### src/rtl/config_pkg.sv
// Shared operand-path configuration: address/data word types and read latency.
// Latency: n/a (types and constants only).
// Backpressure: n/a.
package config_pkg;

   typedef logic [7:0]  addr_t;
   typedef logic [31:0] data_t;

   // Controller and responder both size their pipelines from this value.
   localparam int unsigned OPERAND_RD_LATENCY = 2;

   // True when an address falls inside an array of num_words entries.
   function automatic logic addr_in_range(input addr_t addr, input int unsigned num_words);
      return 32'(addr) < num_words;
   endfunction

endpackage

### src/rtl/operand_read_responder_delay_pipe.sv
// Fixed-latency {valid, data} shift pipe for responders that cannot stall.
// Latency: DEPTH cycles from vld_i to vld_o.
// Backpressure: none; advances every cycle, data stages load only on valid.
//
// Ports: clk_i/arst_ni clock and async active-low reset; vld_i/dat_i entry
// into stage 0; vld_o/dat_o taken from the last stage.
module delay_pipe #(
   parameter int unsigned WIDTH = 32,
   parameter int unsigned DEPTH = 2
) (
   input  logic             clk_i,
   input  logic             arst_ni,
   input  logic             vld_i,
   input  logic [WIDTH-1:0] dat_i,
   output logic             vld_o,
   output logic [WIDTH-1:0] dat_o
);

   logic             vld_q [DEPTH];
   logic [WIDTH-1:0] dat_q [DEPTH];

   // Data stages only capture behind a valid bit, so the output word holds
   // its last value across idle cycles instead of shifting stale contents.
   always_ff @(posedge clk_i or negedge arst_ni) begin
      if (!arst_ni) begin
         for (int unsigned i = 0; i < DEPTH; i++) begin
            vld_q[i] <= 1'b0;
            dat_q[i] <= '0;
         end
      end else begin
         vld_q[0] <= vld_i;
         if (vld_i) begin
            dat_q[0] <= dat_i;
         end
         for (int unsigned i = 1; i < DEPTH; i++) begin
            vld_q[i] <= vld_q[i-1];
            if (vld_q[i-1]) begin
               dat_q[i] <= dat_q[i-1];
            end
         end
      end
   end

   assign vld_o = vld_q[DEPTH-1];
   assign dat_o = dat_q[DEPTH-1];

endmodule

### src/rtl/operand_read_responder.sv
// Operand register array answering in-order reads, with an independent write port.
// Latency: READ_LATENCY cycles from read accept to rd_data_valid_o (must be >= 1).
// Backpressure: writes win the single array port and drop rd_addr_ready_o; rd_data is valid-only.
//
// Ports: clk_i/arst_ni clock and async active-low reset; rd_addr_* read request
// channel (valid/ready); rd_data_* response (valid only, one pulse per read);
// wr_en_i/wr_addr_i/wr_data_i write port that never waits.
module operand_read_responder
   import config_pkg::*;
#(
   parameter int unsigned NUM_WORDS    = 16,
   parameter int unsigned READ_LATENCY = OPERAND_RD_LATENCY
) (
   input  logic  clk_i,
   input  logic  arst_ni,
   input  addr_t rd_addr_i,
   input  logic  rd_addr_valid_i,
   output logic  rd_addr_ready_o,
   output data_t rd_data_o,
   output logic  rd_data_valid_o,
   input  logic  wr_en_i,
   input  addr_t wr_addr_i,
   input  data_t wr_data_i
);

   localparam int unsigned IDX_W = (NUM_WORDS > 1) ? $clog2(NUM_WORDS) : 1;

   data_t            mem_q [NUM_WORDS];
   logic [IDX_W-1:0] rd_idx;
   logic [IDX_W-1:0] wr_idx;
   logic             rd_accept;
   data_t            rd_word;

   // Ready is held low in reset so nothing is accepted before the first
   // rising edge with reset released.
   assign rd_addr_ready_o = arst_ni & ~wr_en_i;
   assign rd_accept       = rd_addr_valid_i & rd_addr_ready_o;

   assign rd_idx = rd_addr_i[IDX_W-1:0];
   assign wr_idx = wr_addr_i[IDX_W-1:0];

   // Range check uses the full address so out-of-range accesses never alias
   // onto a low-order index.
   always_comb begin
      rd_word = '0;
      if (addr_in_range(rd_addr_i, NUM_WORDS)) begin
         rd_word = mem_q[rd_idx];
      end
   end

   always_ff @(posedge clk_i or negedge arst_ni) begin
      if (!arst_ni) begin
         for (int unsigned i = 0; i < NUM_WORDS; i++) begin
            mem_q[i] <= '0;
         end
      end else if (wr_en_i && addr_in_range(wr_addr_i, NUM_WORDS)) begin
         mem_q[wr_idx] <= wr_data_i;
      end
   end

   // The word is captured at accept time, so later writes cannot disturb
   // a read already in flight.
   delay_pipe #(
      .WIDTH ($bits(data_t)),
      .DEPTH (READ_LATENCY)
   ) u_rd_pipe (
      .clk_i   (clk_i),
      .arst_ni (arst_ni),
      .vld_i   (rd_accept),
      .dat_i   (rd_word),
      .vld_o   (rd_data_valid_o),
      .dat_o   (rd_data_o)
   );

endmodule

### config.mk
export PLATFORM = sky130hd
export DESIGN_NAME = operand_read_responder
export DESIGN_NICKNAME = d
export VERILOG_FILES = /design/src/rtl/config_pkg.sv /design/src/rtl/operand_read_responder_delay_pipe.sv /design/src/rtl/operand_read_responder.sv
export SDC_FILE = /design/constraint.sdc
export NUM_CORES = 1
export LEC_CHECK = 0
export CAP_MARGIN = 20
export CORE_ASPECT_RATIO = 0.5
export CORE_UTILIZATION = 49
export DETAILED_ROUTE_END_ITERATION = 7
export GPL_TIMING_DRIVEN = 0
export PLACE_DENSITY = 0.66
export SLEW_MARGIN = 20
export SYNTH_ARGS = -nofsm -noshare
export SYNTH_HDL_FRONTEND = slang
export SYNTH_SLANG_ARGS = --single-unit
### constraint.sdc
create_clock -name clk_i -period 3.4 [get_ports clk_i]
set_input_delay 0.68 -clock clk_i [delete_from_list [all_inputs] [get_ports clk_i]]
set_output_delay 0.68 -clock clk_i [all_outputs]
set_load 0.02 [all_outputs]
==> results.sh, run 1 <==
export IMPL_nets=1766
export IMPL_coreArea_um2=51000
export IMPL_syn_area_um2=25700
export IMPL_track_usage=0.240
export IMPL_port_buffer_count=80
export IMPL_cp_startpoint="wr_addr_i[4]"
export IMPL_die_h_um=164
export IMPL_final_common_cell="dfrtp_1"
export IMPL_crit_type="in -> reg"
export IMPL_min_period_ns=2.79
export IMPL_drc=0
export IMPL_pwr_share_seq=0.508
export IMPL_layout_common_cells="dfrtp_1, mux2_2, mux4_2, clkdlybuf4s50_1, clkbuf_1"
export IMPL_fin_crit_sh=0.821
export IMPL_fmax_mhz=358
export IMPL_dp_slack_ns=0.0769
export IMPL_drtAntennaViolNets=0
export IMPL_htree_levels=2
export IMPL_dieArea_um2=53400
export IMPL_numCtsBuffers=52
export IMPL_drtIter0Drc=930
export IMPL_ioPinCount=86
export IMPL_rsz0062_at_grt="no"
export IMPL_multi_input_area_um2=10300
export IMPL_postSynthAreaPerCell_um2=16.3
export IMPL_vias_per_cell=5.83
export IMPL_slew_headroom=0.270
export IMPL_regToRegStartpoint="u_rd_pipe.vld_q[1]"
export IMPL_grt_antenna_before_repair=0
export IMPL_crit_end="mem_q[286]"
export IMPL_yosys_cell_types_count=29
export IMPL_wl_um=61800
export IMPL_p_sw_frac=0.228
export IMPL_fillCellCount=3927
export IMPL_hold_viol_final=0
export IMPL_intPower_w=0.0111
export IMPL_grt_pass1_vias=16000
export IMPL_worstHoldPathType="in -> async"
export IMPL_synthToLayoutAreaGrowth_pct=13.8
export IMPL_clockBufferDepth=3
export IMPL_p_switching_w=0.00329
export IMPL_fp_row_count=58
export IMPL_synth_net_count=1627
export IMPL_num_vias=14300
export IMPL_p_comb_frac=0.074
export IMPL_outcome="finished clean"
export IMPL_crit_arrival_ns=3.25
export IMPL_startpoint_type="primary input"
export IMPL_syn_inst=1575
export IMPL_r2r_cells=3
export IMPL_timing_rr_end="u_rd_pipe.dat_o[13]"
export IMPL_gp_congestion=0.799
export IMPL_drv_cap=0
export IMPL_worst_slew_pin_slew_ns=1.10
export IMPL_yosysSeqAreaShare=0.563
export IMPL_grt_max_degree=108
export IMPL_dp_hpwl_um=42300
export IMPL_cts_tree="done"
export IMPL_cts_repair_resized=0
export IMPL_clk_pin_slew_ns=0.06
export IMPL_slew_violations=0
export IMPL_post_cts_buffers=0
export IMPL_synth_seq_cells=578
export IMPL_final_core_util=0.573
export IMPL_holdBufCountCts=0
export IMPL_fin_skew_ns=0.0129
export IMPL_initial_utilization=0.504
export IMPL_ir_drop_mv=0.335
export IMPL_wl_per_cell_um=25.3
export IMPL_grt_pass1_wl_um=97100
export IMPL_cp_max_fo=10
export IMPL_clock_latency_ns=0.58
export IMPL_endpoint_kind="flip-flop"
export IMPL_p_leak_nw=14.0
export IMPL_fp_dieW_um=326
export IMPL_cts_sinks=578
export IMPL_layout_setup_ws_ns=0.608
export IMPL_setup_viol=0
export IMPL_clkPwrFrac=0.418
export IMPL_tns_ns=0
export IMPL_yosysWarnings=0
export IMPL_drive_gt1_frac=0.495
export IMPL_p_per_area_nw_per_um2=492
export IMPL_grt_overflow_total=0
export IMPL_dr_pass1_iters=4
export IMPL_root_buffer="clkbuf_16"
export IMPL_rrSetupSlack_ns=1.52
export IMPL_n_antenna_cell=0
export IMPL_required_ns=3.86
export IMPL_ff_latch_area_um2=14500
per-stage QoR:
step	hold WS [ns]	area, um2	instances	power [W]
global route	0.137	29200	2444	0.0149
finish	0.0618	29200	2444	0.0144
global placement	0.362	27400	2345	0.00845
floorplan	0.352	25700	1575	0.00803
CTS	0.105	29200	2444	0.0145
detailed placement	0.363	27500	2350	0.00852
worst max-delay path: stages:
cell and delay, ns:
clkdlybuf4s50_1 0.41, nor4_2 0.40, nand4b_1 0.31, nor2_1 0.55
buf_2 0.49, mux2_2 0.39
Yosys cell counts:
master,number,area share
dfrtp_1,578,0.56
or4_1,1,0.00029
nand2_1,34,0.0050
nor2b_1,1,0.00024
nor4_2,1,0.00049
or3b_1,1,0.00034
buf_1,9,0.0013
buf_6,6,0.0026
inv_1,1,0.00015
clkbuf_1,58,0.0085
nand4_1,1,0.00024
o221ai_2,13,0.0076
nand2b_1,3,0.00073
o221ai_1,19,0.0065
or3_1,1,0.00024
mux2i_1,64,0.025
clkbuf_2,1,0.00019
nand3b_1,1,0.00029
nor2_1,10,0.0015
nand4b_1,2,0.00068
nor3_2,3,0.0012
and4bb_1,1,0.00049
buf_4,44,0.013
and3_1,1,0.00024
mux2_2,535,0.23
nand3b_4,1,0.00078
buf_2,48,0.0093
mux2_1,9,0.0039
mux4_2,128,0.11
cells by family (layout without fill, tap and decap cells):
logic type | count (synthesis) | in the layout | synth area share
DFF | 578 | 578 | 0.563
buffers and inverters | 167 | 346 | 0.0350
and+or+nand+nor | 62 | 62 | 0.0127
AOI/OAI and AO/OA | 32 | 32 | 0.0141
muxes | 736 | 736 | 0.375
power groups by stage:
stage          Clock, W  Combinational (W)  Sequential [W]
2_1_floorplan         0           0.000643         0.00739
3_3_place_gp          0            0.00101         0.00744
3_5_place_dp          0            0.00108         0.00745
4_1_cts         0.00613            0.00108         0.00732
5_1_grt         0.00644            0.00115         0.00735
6_report        0.00602            0.00106         0.00732
registers in the layout, indices dropped and copies added, names as in the netlist:
| signal | cells |
|---|---|
| mem_q | 512 |
| u_rd_pipe.vld_o | 1 |
| u_rd_pipe.dat_o | 32 |
| u_rd_pipe.vld_q | 1 |
| u_rd_pipe.dat_q | 32 |
worst min-delay path by stage:
| stage | slack, ns | from | end |
|---|---|---|---|
| global route | 0.14 | arst_ni | u_rd_pipe.dat_o[9] |
| floorplan | 0.35 | u_rd_pipe.vld_q[1] | u_rd_pipe.vld_o |
| global placement | 0.36 | u_rd_pipe.vld_q[1] | u_rd_pipe.vld_o |
| detailed placement | 0.36 | u_rd_pipe.vld_q[1] | u_rd_pipe.vld_o |
| finish | 0.06 | arst_ni | u_rd_pipe.dat_o[9] |
| CTS | 0.10 | arst_ni | u_rd_pipe.dat_o[9] |
routing by layer:
metal,share of wire,global-route usage,vias to the layer above
met5,0,0,-
met4,0.023,0.0642,0
met3,0.038,0.0366,95
met2,0.48,0.392,243
met1,0.46,0.339,7823
li1,-,-,6095
area by class of cell:
class	instances	area share
Sequential cell	578	0.495
Multi-Input combinational cell	830	0.354
Clock buffer	81	0.0541
Timing Repair Buffer	85	0.0323
Buffer	166	0.0306
Tap cell	690	0.0295
Clock inverter	13	0.00505
Inverter	1	0.000128
Note: power is estimated with default switching activity, not from simulation.
==> run 2: changes to the inputs <==
Clock period 3.4 ns to 2.6 ns, I/O delays scaled along.
==> run 2 against run 1 <==
Die area did not move. Critical endpoint is now mem_q[269]. The run now ends with hold timing, setup timing left. Flip-flop and latch count unchanged. Core utilization barely moved. Clock power grew 31%. Power rose by 31%. Cell area hardly changed. Global-route usage unchanged. Critical path depth is the same. Largest power group unchanged.
==> results.sh, run 2 (synthesis gave the netlist of run 1 again) <==
export IMPL_wl_per_cell_um=25.3
export IMPL_hold_viol_final=82
export IMPL_cp_max_fo=10
export IMPL_path_delay_family="simple AND/OR/NAND/NOR gates"
export IMPL_drc=0
export IMPL_num_vias=14300
export IMPL_final_common_cell="dfrtp_1"
export IMPL_p_leak_nw=14.0
export IMPL_rsz0062_at_grt="yes"
export IMPL_initial_utilization=0.504
export IMPL_timing_rr_end="u_rd_pipe.dat_o[13]"
export IMPL_grt_pass1_wl_um=97100
export IMPL_cts_tree="done"
export IMPL_ioPinCount=86
export IMPL_startpoint_type="primary input"
export IMPL_place_area_um2=27500
export IMPL_rrSetupSlack_ns=0.70
export IMPL_outcome="finished, violations left"
export IMPL_required_ns=3.06
export IMPL_ir_drop_mv=0.439
export IMPL_slowest_delay_ns=0.53
export IMPL_port_buffer_count=80
export IMPL_cp_cell_sequence="clkdlybuf4s50_1 > nor4_2 > nand4b_1 > nor2_1 > buf_2 > mux2_2"
export IMPL_setup_viol=7
export IMPL_drive_gt1_frac=0.496
export IMPL_endpoint_kind="flip-flop"
export IMPL_p_per_area_nw_per_um2=644
export IMPL_fillCellCount=3928
export IMPL_dp_hpwl_um=42300
export IMPL_regMostFlops="mem_q"
export IMPL_htree_levels=2
export IMPL_fin_crit_sh=1.00
export IMPL_grt_antenna_before_repair=0
export IMPL_gp_congestion=0.799
export IMPL_fp_row_count=58
export IMPL_coreArea_um2=51000
export IMPL_post_cts_buffers=0
export IMPL_die_h_um=164
export IMPL_clockBufferDepth=3
export IMPL_fin_skew_ns=0.0124
export IMPL_numCtsBuffers=52
export IMPL_violations="hold timing, setup timing"
export IMPL_worst_path_buf_inv=2
export IMPL_crit_arrival_ns=3.06
export IMPL_dr_pass1_iters=5
export IMPL_grt_overflow_total=0
export IMPL_root_buffer="clkbuf_16"
export IMPL_fin_worst_hold_slack_ns=-0.172
export IMPL_synthToLayoutAreaGrowth_pct=13.8
export IMPL_grt_pass1_vias=16000
export IMPL_track_usage=0.240
export IMPL_cp_slowest_cell="nor2_1"
export IMPL_vias_per_cell=5.84
export IMPL_wl_um=61800
export IMPL_tns_ns=-0.0213
export IMPL_dieArea_um2=53400
export IMPL_cts_sinks=578
export IMPL_grt_max_degree=108
export IMPL_worstHoldPathType="in -> async"
export IMPL_finish_instance_area_um2=29200
export IMPL_r2r_cells=3
export IMPL_nets=1766
export IMPL_drtAntennaViolNets=0
export IMPL_regToRegStartpoint="u_rd_pipe.vld_q[1]"
export IMPL_drv_cap=0
export IMPL_min_period_ns=2.61
export IMPL_fmax_mhz=384
export IMPL_crit_type="in -> reg"
export IMPL_layout_setup_ws_ns=-0.00610
export IMPL_slew_violations=0
export IMPL_drtIter0Drc=898
export IMPL_layout_common_cells="dfrtp_1, mux2_2, mux4_2, clkdlybuf4s50_1, clkbuf_1"
export IMPL_clk_pin_slew_ns=0.06
export IMPL_slew_headroom=0.253
export IMPL_worst_slew_pin_slew_ns=1.12
export IMPL_clock_latency_ns=0.58
export IMPL_n_antenna_cell=0
export IMPL_largest_reg_flops=512
export IMPL_fp_dieW_um=326
## run 2: routing by layer
metal | vias up | wire [um] | track usage
met5 | - | 0 | 0
met1 | 7824 | 28200 | 0.339
met3 | 101 | 2320 | 0.0366
met2 | 246 | 29900 | 0.392
met4 | 0 | 1460 | 0.0642
li1 | 6098 | - | -
## run 2: area by class of cell
| class | count | area (um2) | area share |
|---|---|---|---|
| flip-flops and latches | 578 | 14500 | 0.495 |
| multi-input cells | 830 | 10300 | 0.354 |
| clock buffers | 81 | 1580 | 0.0541 |
| repair buffers | 85 | 948 | 0.0324 |
| plain buffers | 166 | 896 | 0.0306 |
| well taps | 690 | 863 | 0.0295 |
| clock inverters | 13 | 148 | 0.00505 |
| inverters | 1 | 3.75 | 0.000128 |
## run 2: worst max-delay path by stage
stage                 startpoint          to  cells after the start  slack, ns
floorplan           wr_addr_i[4]  mem_q[385]                      6       0.54
global placement         arst_ni  mem_q[120]                      1     -22.91
detailed placement  wr_addr_i[4]  mem_q[272]                      6      -0.56
CTS                 wr_addr_i[4]  mem_q[269]                      6       0.05
global route        wr_addr_i[4]  mem_q[301]                      6      -0.07
finish              wr_addr_i[4]  mem_q[269]                      6     -0.006
## run 2: through the flow
step / utilization / power [W] / std cells / worst slack [ns]
finish: 0.573 / 0.0188 / 2444 / -0.00610
global route: 0.573 / 0.0195 / 2444 / -0.0673
CTS: 0.573 / 0.0190 / 2444 / 0.0496
detailed placement: 0.539 / 0.0111 / 2350 / -0.563
global placement: 0.536 / 0.0110 / 2345 / -22.91
floorplan: - / 0.0105 / 1575 / 0.545
## run 2: what timing repair did
item | in CTS | in global routing
hold endpoints to repair | 81 | 82
endpoints found under the setup margin | 0 | 212
resized for setup | 0 | 3
## run 2: report_power, final
| part | leakage [nW] | switching [W] | total, W | internal [W] |
|---|---|---|---|---|
| combinational | 5.19 | 0.000704 | 0.00139 | 0.000681 |
| clock | 0.858 | 0.00340 | 0.00787 | 0.00447 |
| sequential | 7.98 | 0.000194 | 0.00957 | 0.00938 |
